[src/rtl/cordic_sqrt_iter_pkg.sv]
// ---------------------------------------------------------------------------
// cordic_pkg -- shared constants and types for the iterative hyperbolic
// CORDIC square-root unit.
//   DW / IW          : operand/result width and internal datapath width
//   FRAC_W           : fractional bits of every fixed-point value (Q.14)
//   N_STEPS          : micro-rotations per operation
//   SHIFT_TAB        : shift amount used at each step (4 and 13 repeated so
//                      the hyperbolic iteration converges)
//   INV_KH           : 1/K_h in Q2.14, removes the CORDIC gain from x_n
//   A_MIN / A_MAX    : accepted operand range [A_MIN, A_MAX)
//   state_t          : FSM state encoding
// ---------------------------------------------------------------------------
package cordic_pkg;

  localparam int DW      = 16;
  localparam int IW      = 18;
  localparam int FRAC_W  = 14;
  localparam int N_STEPS = 16;
  localparam int STEP_W  = $clog2(N_STEPS);
  localparam int SHIFT_W = 4;

  localparam int INV_KH  = 19784;   // 1/0.828159 in Q2.14
  localparam int A_MIN   = 'h01EC;  // 0.030
  localparam int A_MAX   = 'h8000;  // 2.0

  typedef logic [SHIFT_W-1:0] shift_t;

  localparam shift_t SHIFT_TAB [N_STEPS] = '{
    4'd1, 4'd2,  4'd3,  4'd4,  4'd4,  4'd5,  4'd6,  4'd7,
    4'd8, 4'd9,  4'd10, 4'd11, 4'd12, 4'd13, 4'd13, 4'd14
  };

  typedef enum logic [1:0] {
    IDLE  = 2'd0,
    ITER  = 2'd1,
    SCALE = 2'd2,
    DONE  = 2'd3
  } state_t;

  function automatic shift_t shift_of(input logic [STEP_W-1:0] step);
    return SHIFT_TAB[step];
  endfunction

endpackage

[src/rtl/cordic_sqrt_iter_addsub.sv]
// ---------------------------------------------------------------------------
// addsub -- W-bit ripple-carry adder/subtractor built from full-adder cells.
//   a, b : operands
//   sub  : 0 -> s = a + b ; 1 -> s = a - b (b inverted, carry-in 1)
//   s    : result, wraps modulo 2**W
// ---------------------------------------------------------------------------
module addsub #(
  parameter int W = cordic_pkg::IW
) (
  input  logic [W-1:0] a,
  input  logic [W-1:0] b,
  input  logic         sub,
  output logic [W-1:0] s
);

  logic [W-1:0] b_eff;

  assign b_eff = b ^ {W{sub}};

  // Each cell owns its carry-in as a scalar; the carry into cell i is the
  // carry-out of cell i-1, formed here from that cell's inputs.
  for (genvar i = 0; i < W; i++) begin : g_fa
    logic cin;

    if (i == 0) begin : g_lsb
      assign cin = sub;
    end else begin : g_chain
      assign cin = (a[i-1] & b_eff[i-1]) |
                   (g_fa[i-1].cin & (a[i-1] ^ b_eff[i-1]));
    end

    assign s[i] = a[i] ^ b_eff[i] ^ cin;
  end

endmodule

[src/rtl/cordic_sqrt_iter.sv]
// ---------------------------------------------------------------------------
// cordic_sqrt_iter -- iterative square root by hyperbolic CORDIC vectoring.
// One micro-rotation per clock; 18 edges from the accepting edge to done.
//   clk       : clock, rising edge
//   rst       : asynchronous active-high reset
//   start     : begin a computation (sampled in IDLE only)
//   a_in      : unsigned Q2.14 operand, captured on the accepting edge
//   busy      : high while iterating / scaling
//   done      : one-cycle pulse, result and range_err valid
//   result    : unsigned Q2.14 sqrt(a_in), held until the next result
//   range_err : operand outside [0x01EC, 0x8000); result forced to 0
// ---------------------------------------------------------------------------
module cordic_sqrt_iter #(
  parameter int DW = cordic_pkg::DW,
  parameter int IW = cordic_pkg::IW
) (
  input  logic          clk,
  input  logic          rst,
  input  logic          start,
  input  logic [DW-1:0] a_in,
  output logic          busy,
  output logic          done,
  output logic [DW-1:0] result,
  output logic          range_err
);

  import cordic_pkg::*;

  // Product width: signed IW-bit x times a positive 16-bit constant.
  localparam int PW = IW + 18;
  localparam logic signed [IW-1:0] QUARTER = IW'(1 << (FRAC_W - 2));

  state_t state, state_nxt;

  logic signed [IW-1:0] x, y;
  logic signed [IW-1:0] x_nxt, y_nxt;
  logic signed [IW-1:0] x_sh, y_sh;
  logic signed [IW-1:0] a_ext;
  logic [STEP_W-1:0]    step;
  logic                 range_bad;
  logic                 a_bad;
  logic                 y_pos;
  logic signed [PW-1:0] prod;
  logic signed [PW-1:0] scaled;
  logic [DW-1:0]        res_sat;

  // ---------------- operand conditioning and range check ----------------
  assign a_ext = $signed(IW'(a_in));
  assign a_bad = (a_in < DW'(A_MIN)) || (a_in >= DW'(A_MAX));

  // ---------------- one micro-rotation ----------------
  // Rotate toward y = 0: subtract when y is non-negative, add otherwise.
  assign y_pos = ~y[IW-1];
  assign x_sh  = x >>> shift_of(step);
  assign y_sh  = y >>> shift_of(step);

  addsub #(.W(IW)) u_x_addsub (
    .a   (x),
    .b   (y_sh),
    .sub (y_pos),
    .s   (x_nxt)
  );

  addsub #(.W(IW)) u_y_addsub (
    .a   (y),
    .b   (x_sh),
    .sub (y_pos),
    .s   (y_nxt)
  );

  // ---------------- gain removal and saturation ----------------
  assign prod   = PW'(x) * PW'(INV_KH);
  assign scaled = prod >>> FRAC_W;

  always_comb begin
    res_sat = scaled[DW-1:0];
    if (scaled[PW-1]) begin
      res_sat = '0;
    end else if (|scaled[PW-2:DW]) begin
      res_sat = '1;
    end
  end

  // ---------------- FSM state register ----------------
  // NOTE: clocked state uses non-blocking assignments so every register
  // samples pre-edge values regardless of statement or process order.
  always_ff @(posedge clk or posedge rst) begin
    if (rst) begin
      state <= IDLE;
    end else begin
      state <= state_nxt;
    end
  end

  // ---------------- FSM next state and outputs ----------------
  // NOTE: every output of this block is given a default first, so no path
  // through the case leaves a signal unassigned and no latch is inferred.
  always_comb begin
    state_nxt = state;
    busy      = 1'b0;
    done      = 1'b0;
    unique case (state)
      IDLE: begin
        if (start) state_nxt = ITER;
      end
      ITER: begin
        busy = 1'b1;
        if (step == STEP_W'(N_STEPS - 1)) state_nxt = SCALE;
      end
      SCALE: begin
        busy      = 1'b1;
        state_nxt = DONE;
      end
      DONE: begin
        done      = 1'b1;
        state_nxt = IDLE;
      end
      default: state_nxt = IDLE;
    endcase
  end

  // ---------------- datapath registers ----------------
  always_ff @(posedge clk or posedge rst) begin
    if (rst) begin
      x         <= '0;
      y         <= '0;
      step      <= '0;
      range_bad <= 1'b0;
      result    <= '0;
      range_err <= 1'b0;
    end else begin
      unique case (state)
        IDLE: begin
          if (start) begin
            // x0 - y0 = 0.5 and x0 + y0 = 2a, so x0^2 - y0^2 = a.
            x         <= a_ext + QUARTER;
            y         <= a_ext - QUARTER;
            step      <= '0;
            range_bad <= a_bad;
          end
        end
        ITER: begin
          x    <= x_nxt;
          y    <= y_nxt;
          step <= step + 1'b1;
        end
        SCALE: begin
          result    <= range_bad ? '0 : res_sat;
          range_err <= range_bad;
        end
        default: ;
      endcase
    end
  end

endmodule

[config.mk]
export PLATFORM = sky130hd
export DESIGN_NAME = cordic_sqrt_iter
export DESIGN_NICKNAME = d
export VERILOG_FILES = /design/src/rtl/cordic_sqrt_iter_pkg.sv /design/src/rtl/cordic_sqrt_iter_addsub.sv /design/src/rtl/cordic_sqrt_iter.sv
export SDC_FILE = /design/constraint.sdc
export NUM_CORES = 1
export LEC_CHECK = 0
export ABC_AREA = 1
export CORE_ASPECT_RATIO = 1.75
export CORE_MARGIN = 1
export CORE_UTILIZATION = 65
export DETAILED_ROUTE_END_ITERATION = 16
export GPL_ROUTABILITY_DRIVEN = 0
export GPL_TIMING_DRIVEN = 0
export PLACE_DENSITY = 0.84
export SYNTH_ARGS = -nofsm -noshare
export SYNTH_HDL_FRONTEND = slang
export SYNTH_HIERARCHICAL = 1
export SYNTH_SLANG_ARGS = --single-unit
export TNS_END_PERCENT = 100
[constraint.sdc]
create_clock -name clk -period 16 [get_ports clk]
set_clock_uncertainty 0.05 [all_clocks]
set_input_delay 4.8 -clock clk [delete_from_list [all_inputs] [get_ports clk]]
set_output_delay 4.8 -clock clk [all_outputs]
set_load 0.02 [all_outputs]
==> results.md <==
- Antenna fix cells: 0
- Met3 usage: 0.111
- Endpoints failing setup: 0
- Die H: 167 um
- Yosys cell types: 48
- FF+latch area: 0.00150 mm2
- Number of flops mapped to enable cells by yosys: 0
- Yosys top cell area share: 0.190
- Vias in the first global route: 10200
- Post-cts repair resize count: 0
- Post-Syn Area per Cell: ~7.2 um2
- CTS clk-pin slew, worst paths: roughly 0.06 ns
- DIE AREA: 0.0161 mm2
- Global-route wire length before repair: just under 50000 um
- CTS tree: done
- Maximum clock frequency: about 100 MHz
- Via count: 9552
- Rows: 60
- Worst Setup End Kind: flip-flop
- Cts bufs inserted: 9
- Initial Util: 0.661
- Max-cap violations: 0
- Post-route ant nets: 0
- Multi-input gate area: roughly 0.007 mm2
- Startpoint types: flip-flop
- Worst Hold Class: reg2reg
- Final HPWL DP: 23400 um
- Clock latency at the later pin of the worst-skew pair: 0.35 ns
- Synth warn: 6
- Share of cells above drive strength 1: 0.0593
- R2R Path Start: step[1]$_DFFE_PP0P_
- # nets final: around 1700
- DRT Wirelength: ~30000 um
- Floorplan core area: 0.0153 mm2
- GRT busiest layer: met2
- Worst Hold Launch: result[7]$_DFFE_PP0P_
- Outcome: finished, final reports clean
- Final core utilization: 0.725
- Layout fillers: roughly 1200
- Wirelength per Cell: ~19 um
- Slew Limit Fails: 0
- Largest net degree at the start of global routing: 40
- Gate Count Post-Synth: between 1000 and 1500
- DRT Pass-1 Iters: 6
- Hold_buf cts: 0
- Initial antenna violation count: 0
- Critical Path Fanout Max: 10
- Seq/Total Area, Yosys: 0.148
- RSZ-0062 raised after global routing: false
- GR Util met1: 0.387
- Met2 usage: 0.713
- Root Driver: clkbuf_16
- # port buffers: 37
- Critical path's largest stage delay: 0.46 ns
- Critical Path AT: a little under 10 ns
- Setup tns final: 0 ns
- Die width: a little under 100 um
- Grt ovf: 0
- Clock buffer depth: 2
- H-tree levels: 3
- Largest area contributor in the netlist: fa_1
- Slew margin rel.: 0.349
- Final min period: just under 10 ns
- CTS Sinks: 60
- Syn Std Cell Area: ~0.01 mm2
- Max stage delay cell, worst path: nor2_1
- #FFs+latches synth: 60
- Area Overhead vs Synth: 9.62%
- Worst-margin pin slew: about 1 ns
- Post-CTS Setup Inserts: 0
- DR vias/cell: slightly below 6
- Critical path class: reg2reg
- Post-synth ARST share: 1.00
- Most frequent cells in the layout: inv_1 (315), nand2_1 (315), ha_1 (113)
- Cell repeated most along the worst path: fa_1
- CP startpoint: step[1]$_DFFE_PP0P_
- Primary FF master, synth: dfrtp_1
- Final Hold Viols: 0
- Top Ports: 38
- # DRC: 0
- Period Utilization, post-route: 0.604
- Net Count, Synth: ~1600
- Critical Path RT: around 16 ns
- Largest cells by area after synthesis: fa_1 (19%), dfrtp_1 (15%), ha_1 (14%), inv_1 (12%), nand2_1 (12%)
- GR Util All Layers: 0.414
- Initial DRC count: about 570
routing by layer:
| metal | up-vias | wire, um |
|---|---|---|
| met5 | - | 0 |
| met4 | 0 | 3020 |
| met3 | 224 | 2130 |
| met2 | 489 | 15800 |
| met1 | 4435 | 9460 |
| li1 | 4404 | - |
stage by stage:
stage               std cells  cell area [um2]  hold WS [ns]  setup WS [ns]
floorplan                1397            10100         0.429           7.45
global placement         1620            10700         0.411           6.56
detailed placement       1621            10700         0.414           6.46
CTS                      1637            11100         0.430           6.44
global route             1637            11100         0.458           5.82
finish                   1637            11100         0.424           6.33
worst max-delay path: cells and delay by family, from the launching register on:
kind / cells / cell delay (ns)
AOI/OAI and AO/OA: 3 / 0.49
and+or+nand+nor: 9 / 1.20
adders and majority gates: 18 / 6.49
xor gates and xnor gates: 1 / 0.18
buffers and inverters: 6 / 0.78
DFF: 1 / 0.41
kinds of logic (layout without fill, tap and decap cells):
logic type	count (synthesis)	count (layout)	synth area share
fa+ha+maj	209	209	0.330
simple gates	503	503	0.212
xor+xnor	49	49	0.0424
buf+inv	368	422	0.145
compound gates	197	197	0.111
mux	11	11	0.0109
flops	60	60	0.148
path summary, 6_finish.rpt:
path	end	slack, ns	cells after the start
worst max-delay path	y[17]$_DFFE_PP0P_	6.33	37
max in group asynchronous	result[9]$_DFFE_PP0P_	10.52	3
worst max register to register	y[17]$_DFFE_PP0P_	6.33	37
worst min-delay path	result[7]$_DFFE_PP0P_	0.42	2
worst min register to register	result[7]$_DFFE_PP0P_	0.42	2
min in group asynchronous	state[1]$_DFFE_PP0P_	4.76	2
synth_stat cells (3+ instances only):
cell	n
o22ai_1	6
clkbuf_1	20
a21oi_1	39
nand4_1	9
o21ai_1	36
xnor2_1	37
xor2_1	12
a31oi_1	30
o21bai_1	9
buf_6	6
o21ai_0	58
nand2_1	315
inv_2	8
buf_4	3
nand2_4	5
inv_1	316
nor2_1	86
mux2i_1	11
nor2_2	4
nand2_2	19
nand3_1	49
fa_1	96
o211ai_1	9
nor3_1	4
ha_1	113
buf_2	8
dfrtp_1	60
layout make-up:
| class | instances | share of cell area |
|---|---|---|
| Timing Repair Buffer | 38 | 0.0352 |
| Buffer | 41 | 0.0219 |
| Clock buffer | 10 | 0.0215 |
| Sequential cell | 60 | 0.135 |
| Tap cell | 186 | 0.0210 |
| Multi-Input combinational cell | 969 | 0.644 |
| Clock inverter | 6 | 0.0100 |
| Inverter | 327 | 0.111 |
registers in the layout (all words and copies together) (netlist names):
name	flops
result	16
step	4
range_bad	1
y	18
range_err	1
state	2
x	18
Power is not shown: default switching activity piles up to over one toggle a cycle in this logic, so the estimate is an artifact.
